## src/rtl/fetch_sequencer.sv

```systemverilog
// fetch_sequencer
//   Multi-cycle fetch/execute sequencer. It issues an instruction-memory
//   request at the current PC, waits for the response, hands the word to
//   the execute stage and then commits the PC update (PC+4 or PC+ImmExt)
//   through the ProgramCounter load/PCsrc controls.
//
// Parameters
//   TIMEOUT  max cycles spent waiting for a response before erroring (>=2)
//   CNT_W    width of the retired-instruction counter
//
// Ports
//   i_clk, i_areset        clock (rising edge), async reset active low
//   i_run, i_halt          level controls: start/continue, stop after commit
//   i_clear_err            leave ERROR, return to IDLE
//   i_pc                   current PC from the ProgramCounter
//   o_imem_req_valid/addr  fetch request (addr = pc while valid, else 0)
//   i_imem_req_ready       memory accepts request
//   i_imem_rsp_valid/data  fetched instruction
//   o_instr, o_instr_valid latched instruction, one-cycle "new" pulse
//   i_exec_done            execute stage finished current instruction
//   i_branch_taken         sampled with exec_done: select PC+ImmExt
//   o_pc_load, o_pc_src    ProgramCounter controls, one cycle per instr
//   o_busy                 not IDLE and not ERROR
//   o_fetch_err            high while in ERROR
//   o_retired              committed instruction count (wraps)
module fetch_sequencer #(
  parameter int TIMEOUT = 16,
  parameter int CNT_W   = 32
) (
  input  logic             i_clk,
  input  logic             i_areset,
  input  logic             i_run,
  input  logic             i_halt,
  input  logic             i_clear_err,
  input  logic [31:0]      i_pc,
  output logic             o_imem_req_valid,
  output logic [31:0]      o_imem_req_addr,
  input  logic             i_imem_req_ready,
  input  logic             i_imem_rsp_valid,
  input  logic [31:0]      i_imem_rsp_data,
  output logic [31:0]      o_instr,
  output logic             o_instr_valid,
  input  logic             i_exec_done,
  input  logic             i_branch_taken,
  output logic             o_pc_load,
  output logic             o_pc_src,
  output logic             o_busy,
  output logic             o_fetch_err,
  output logic [CNT_W-1:0] o_retired
);

  localparam int WCNT_W = (TIMEOUT > 2) ? $clog2(TIMEOUT) : 1;

  typedef enum logic [2:0] {
    S_IDLE  = 3'd0,
    S_FETCH = 3'd1,
    S_WAIT  = 3'd2,
    S_EXEC  = 3'd3,
    S_ERR   = 3'd4
  } state_t;

  state_t             r_state, w_nxt;
  logic [WCNT_W-1:0]  r_wcnt;
  logic [31:0]        r_instr;
  logic               r_instr_valid;
  logic [CNT_W-1:0]   r_retired;

  logic               w_accept;   // request handshake completes this cycle
  logic               w_latch;    // response captured this cycle
  logic               w_retire;   // instruction commits this cycle

  always_ff @(posedge i_clk or negedge i_areset) begin
    if (!i_areset) begin
      r_state       <= S_IDLE;
      r_wcnt        <= '0;
      r_instr       <= '0;
      r_instr_valid <= 1'b0;
      r_retired     <= '0;
    end else begin
      r_state       <= w_nxt;
      r_instr_valid <= w_latch;
      if (w_latch)
        r_instr <= i_imem_rsp_data;
      if (w_accept)
        r_wcnt <= '0;
      else if (r_state == S_WAIT)
        r_wcnt <= r_wcnt + WCNT_W'(1);
      if (w_retire)
        r_retired <= r_retired + CNT_W'(1);
    end
  end

  always_comb begin
    w_nxt            = r_state;
    w_accept         = 1'b0;
    w_latch          = 1'b0;
    w_retire         = 1'b0;
    o_imem_req_valid = 1'b0;
    o_imem_req_addr  = '0;
    o_pc_load        = 1'b0;
    o_pc_src         = 1'b0;
    o_fetch_err      = 1'b0;
    unique case (r_state)
      S_IDLE: begin
        if (i_run && !i_halt)
          w_nxt = S_FETCH;
      end
      S_FETCH: begin
        // A misaligned PC never reaches the memory port.
        if (i_pc[1:0] != 2'b00) begin
          w_nxt = S_ERR;
        end else begin
          o_imem_req_valid = 1'b1;
          o_imem_req_addr  = i_pc;
          if (i_imem_req_ready) begin
            w_accept = 1'b1;
            w_nxt    = S_WAIT;
          end
        end
      end
      S_WAIT: begin
        // A response on the last allowed cycle still wins over the timeout.
        if (i_imem_rsp_valid) begin
          w_latch = 1'b1;
          w_nxt   = S_EXEC;
        end else if (r_wcnt == WCNT_W'(TIMEOUT - 1)) begin
          w_nxt = S_ERR;
        end
      end
      S_EXEC: begin
        if (i_exec_done) begin
          o_pc_load = 1'b1;
          o_pc_src  = i_branch_taken;
          w_retire  = 1'b1;
          w_nxt     = (i_halt || !i_run) ? S_IDLE : S_FETCH;
        end
      end
      S_ERR: begin
        o_fetch_err = 1'b1;
        if (i_clear_err)
          w_nxt = S_IDLE;
      end
      default: w_nxt = S_IDLE;
    endcase
  end

  assign o_busy        = (r_state != S_IDLE) && (r_state != S_ERR);
  assign o_instr       = r_instr;
  assign o_instr_valid = r_instr_valid;
  assign o_retired     = r_retired;

endmodule

```

## config.mk

```make
export PLATFORM = sky130hd
export DESIGN_NAME = fetch_sequencer
export DESIGN_NICKNAME = d
export VERILOG_FILES = /design/src/rtl/fetch_sequencer.sv
export SDC_FILE = /design/constraint.sdc
export NUM_CORES = 1
export LEC_CHECK = 0
export BUFFER_PORTS_ARGS = -buffer_cell sky130_fd_sc_hd__buf_2
export CAP_MARGIN = 20
export CORE_UTILIZATION = 40
export DETAILED_ROUTE_END_ITERATION = 10
export PLACE_DENSITY = 0.77
export SLEW_MARGIN = 0
export SYNTH_ARGS = -nofsm -noshare
export SYNTH_HDL_FRONTEND = slang
export SYNTH_SLANG_ARGS = --single-unit
```

## constraint.sdc

```tcl
create_clock -name i_clk -period 3.3 [get_ports i_clk]
set_input_delay 0.165 -clock i_clk [delete_from_list [all_inputs] [get_ports i_clk]]
set_output_delay 0.165 -clock i_clk [all_outputs]
set_load 0.01 [all_outputs]
```

* Word-level counts from Yosys, hierarchy flattened
Index checks and enable logic that the tools add are counted.
Storage, ports and cells: input bits 73, memory bits (writable) 0, bits in latches 0, memories kept 0, register bits 72, word-level logic and storage cells 53, bits in read-only memories 0
Cells by class: add/sub/neg operators 2, $lt $le $gt $ge 0, equal/unequal tests 11, reduce and logical (&&, ||, !) cells 10, multiply operators 0, bitwise gates (word level) 0, div/mod/pow operators 0, shift-type cells 0, mux-type cells 25
Operators by type and width (number):
- 32-bit 2-to-1 mux | 2
- 32-bit by 1-bit adder with 32-bit output, second input constant | 1
- 3-bit 2-to-1 mux | 7
- 3-bit case mux with 5 select lines | 1
- 1-bit 2-to-1 mux | 13
- 4-bit 2-to-1 mux | 2
- 3-bit by 2-bit equality test with 1-bit output, second input constant | 2
- 2-bit inequality test, second input constant | 3
- 3-bit inequality test, second input constant | 2
- 5-bit AND reduction | 1
- 4-bit by 1-bit adder with 4-bit output, second input constant | 1
- 4-bit equality test, second input constant | 1
- 2-bit nonzero test | 2
- 3-bit by 1-bit equality test with 1-bit output, second input constant | 1
- 3-bit equality test, second input constant | 1
- 3-bit logical NOT | 1
- 3-bit by 2-bit inequality test with 1-bit output, second input constant | 1
- 3-bit nonzero test | 1
- 1-bit logical AND | 2
- 1-bit logical NOT | 2
- 1-bit logical OR | 1

* Longest topological paths before layout
depth after elaboration 5, gate-level depth with buffers 6, mapped depth without buffers 5

* Worst setup path before layout
OpenSTA, ideal clock, no wires.
path kind flip-flop to output port, start point register r_state[1], end point output o_imem_req_addr[26], data required time 3.135 ns, stages on the path, launching flop included 7, setup slack 1.409 ns, arrival time 1.726 ns, path buffers 3, path through dfrtp_1 > clkbuf_1 > nor3b_1 > nor3b_1 > buf_2 > clkbuf_1 > and2_1
On the way: cells in the longest elaborated chain, start to end 2
Ends and longest elaborated chain:
- start: declaration | line 62 | state_t r_state, w_nxt;
- start signal: assignment | line 80 | r_state <= w_nxt;
- 3-bit by 1-bit equality test with 1-bit output | line 103 | unique case (r_state)
- 32-bit 2-to-1 mux | line 103
- end: declaration | line 37 | output logic [31:0] o_imem_req_addr,
Every way passes these cells.

* Worst setup path after layout
start point register r_state[0], end point output o_imem_req_addr[11]
Same word-level chain as after synthesis.

==> metrics.txt <==
CTS tree=done; DR vias=2847; Hold EP=o_instr[23]; CTS HTree Levels=3; ys flop type=dfrtp_1; met3 WL post-DR=540 µm; first-pass GRT wire length=12400 µm; number of diodes=0; status=finished, final reports clean; DIE HEIGHT=94.8 µm; post-route antenna net violation count=0; RSZ-0062 raised after global routing=false; synthesized cell area=0.00344 mm²; hold_sp=i_imem_rsp_data[23]; num rows=33; Die ar.=0.00899 mm²; area leader, netlist=dfrtp_1; Critical Path RT=3.13 ns; clock root buffer=clkbuf_8; vias per inst=4.93; number of flops mapped to enable cells by yosys=0; routed len/inst=13.6 µm; Least-Margin Pin Slew=0.846 ns; worst vdd ir=293 µV; number of global-route vias before repair=2713; r2r endpoint=o_instr[10]; Min Clock Period, post-route=2.39 ns; number of max-cap violations=0; wl on met1=3140 µm; distinct cell type count after synthesis=44; P&R area growth vs syn=33.1%; total power draw=2.95 mW; GPL Wtd Cong=0.880; worst hold-check path type=input port to register; Highest Signal Layer=met4; Yosys top cell area share=52.3%; Setup violations, final=0; Slew HR=43.2%; crit path kind=register to primary output; GRT Total Usage=17.9%; initial DRC count=99; Crit. End Element=primary output; crit path max fanout=31; Final nets=543; initial antenna violation count=0; CTS Sinks=72; Seq cells post-synth=72; post_cts resized=0; cell count of the worst reg-to-reg path=4; pin count of the biggest net entering global routing=40; hold path depth=2; synthesized area per cell=11.7 µm²; core footprint=0.00826 mm²; register area share after synthesis=52.3%; cts hold-fix bufs=1; clock latency at the later pin of the worst-skew pair=0.33 ns; Cells after Synth=295; drt total wl=7890 µm; Worst setup SP type=register; yosys warns=0; Routed met2 length=4090 µm; Total Neg Setup Slack=0 ns; fill count=738; layout cells sized above 1=48.6%; global route overflow=0; r2r setup slk=1.14 ns; maximum root-to-sink buffer count=2; final period utilization=72.6%; residual DRC count=0; Placed Cells=561; most frequent cell after synthesis=dfrtp_1; DR pass1 iterations=4; final count of pins violating max slew=0; ranking of synthesized cells by area=dfrtp_1, mux2_2, and2_1; synth cell count leaders=dfrtp_1, and2_1, mux2_2, nand2_1, xor2_1; Post-synth ARST share=100%; final hold vios=0; port bufs=172; Reg-to-Reg Start=r_state[1]; PD cells=643 mW/mm²; Pleak=2.51 nW; Final Non-Filler Cells=578; Worst EP arrival=2.23 ns; FMAX=418 MHz; io pins=175; die width=94.8 µm; number of setup buffers added after CTS=0; DP Wirelength=6050 µm; clock slew at reported path FFs=0.08 ns; starting density of the core=41.7%; CTS Buf Count=9; Worst Skew=0.0121 ns
## metrics by stage
step	utilization [%]	instance area (µm²)	hold WS (ns)	worst slack, ns
after floorplan	-	3450	-0.131	1.41
after global placement	53.0	4380	0.262	1.25
after detailed placement	53.0	4380	0.268	1.15
after CTS	55.5	4590	0.0447	0.877
after global routing	55.5	4590	0.0384	0.725
final	55.5	4590	0.0587	0.905
## power by group
part / internal, mW / switching [mW]
clock network: 0.354 / 0.333
logic: 0.502 / 0.439
registers: 1.14 / 0.177
total: 2.00 / 0.949
## kinds of logic (layout without fill, tap and decap cells)
kind of cell | after synthesis | in the layout | synth area share (%)
simple gates | 115 | 115 | 21.2
fa+ha+maj | 2 | 2 | 0.726
other cells | 1 | 2 | 0.109
mux | 33 | 33 | 10.8
xor+xnor | 34 | 34 | 8.65
compound gates | 16 | 16 | 2.91
flops | 72 | 72 | 52.3
buf+inv | 22 | 199 | 3.34
## critical path, cell delays in order, from the launching register on
cell and delay (ns):
dfrtp_1 0.55, nor3b_1 0.26, nor3b_2 0.46, buf_4 0.33
and2_1 0.17, buf_2 0.13
## metal layers
layer	up-vias	GRT usage, %
met5	-	0
met4	0	5.43
met3	8	4.35
met2	133	32.7
met1	1349	20.4
li1	1357	-
## worst max path at each step
stage	start	end	slack, ns	depth (start not counted)
global route	r_state[0]	o_imem_req_addr[19]	0.72	5
finish	r_state[0]	o_imem_req_addr[11]	0.91	5
global placement	r_state[1]	o_instr[7]	1.25	4
floorplan	r_state[1]	o_imem_req_addr[26]	1.41	6
detailed placement	r_state[1]	o_instr[10]	1.15	4
CTS	r_state[0]	o_imem_req_addr[11]	0.88	5
## sequential cells by signal, indices dropped and copies added, names as in the netlist
name / count
o_retired: 32
r_state: 3
o_instr_valid: 1
o_instr: 32
r_wcnt: 4
## cells in the final DEF (no fill, tap or decap), types with 2 or more instances in the layout
cell,n
nor3_2,2
clkbuf_8,9
nand2_1,20
nor3b_1,2
mux2_2,29
nor4_4,2
and3_1,5
nor3b_2,2
clkinv_4,2
a21oi_1,7
and4_1,4
buf_4,3
dfrtp_1,72
buf_2,172
nand4_1,7
nor4_2,2
o21ai_0,3
inv_1,6
xor2_1,20
conb_1,2
xnor2_1,14
mux2_1,3
and2_1,36
nor4_1,3
nor2_1,5
nand3_1,11
ha_1,2
nor3_1,6
## area by class of cell
class	count	area [µm²]	area share, %
clock inverter	6	68.8	1.50
inverter	7	26.3	0.573
tap	105	131	2.86
clock buffer	10	128	2.78
timing repair buffer	176	893	19.5
multi-input combinational	202	1540	33.5
sequential	72	1800	39.3
Note: power is estimated with default switching activity, not from simulation.
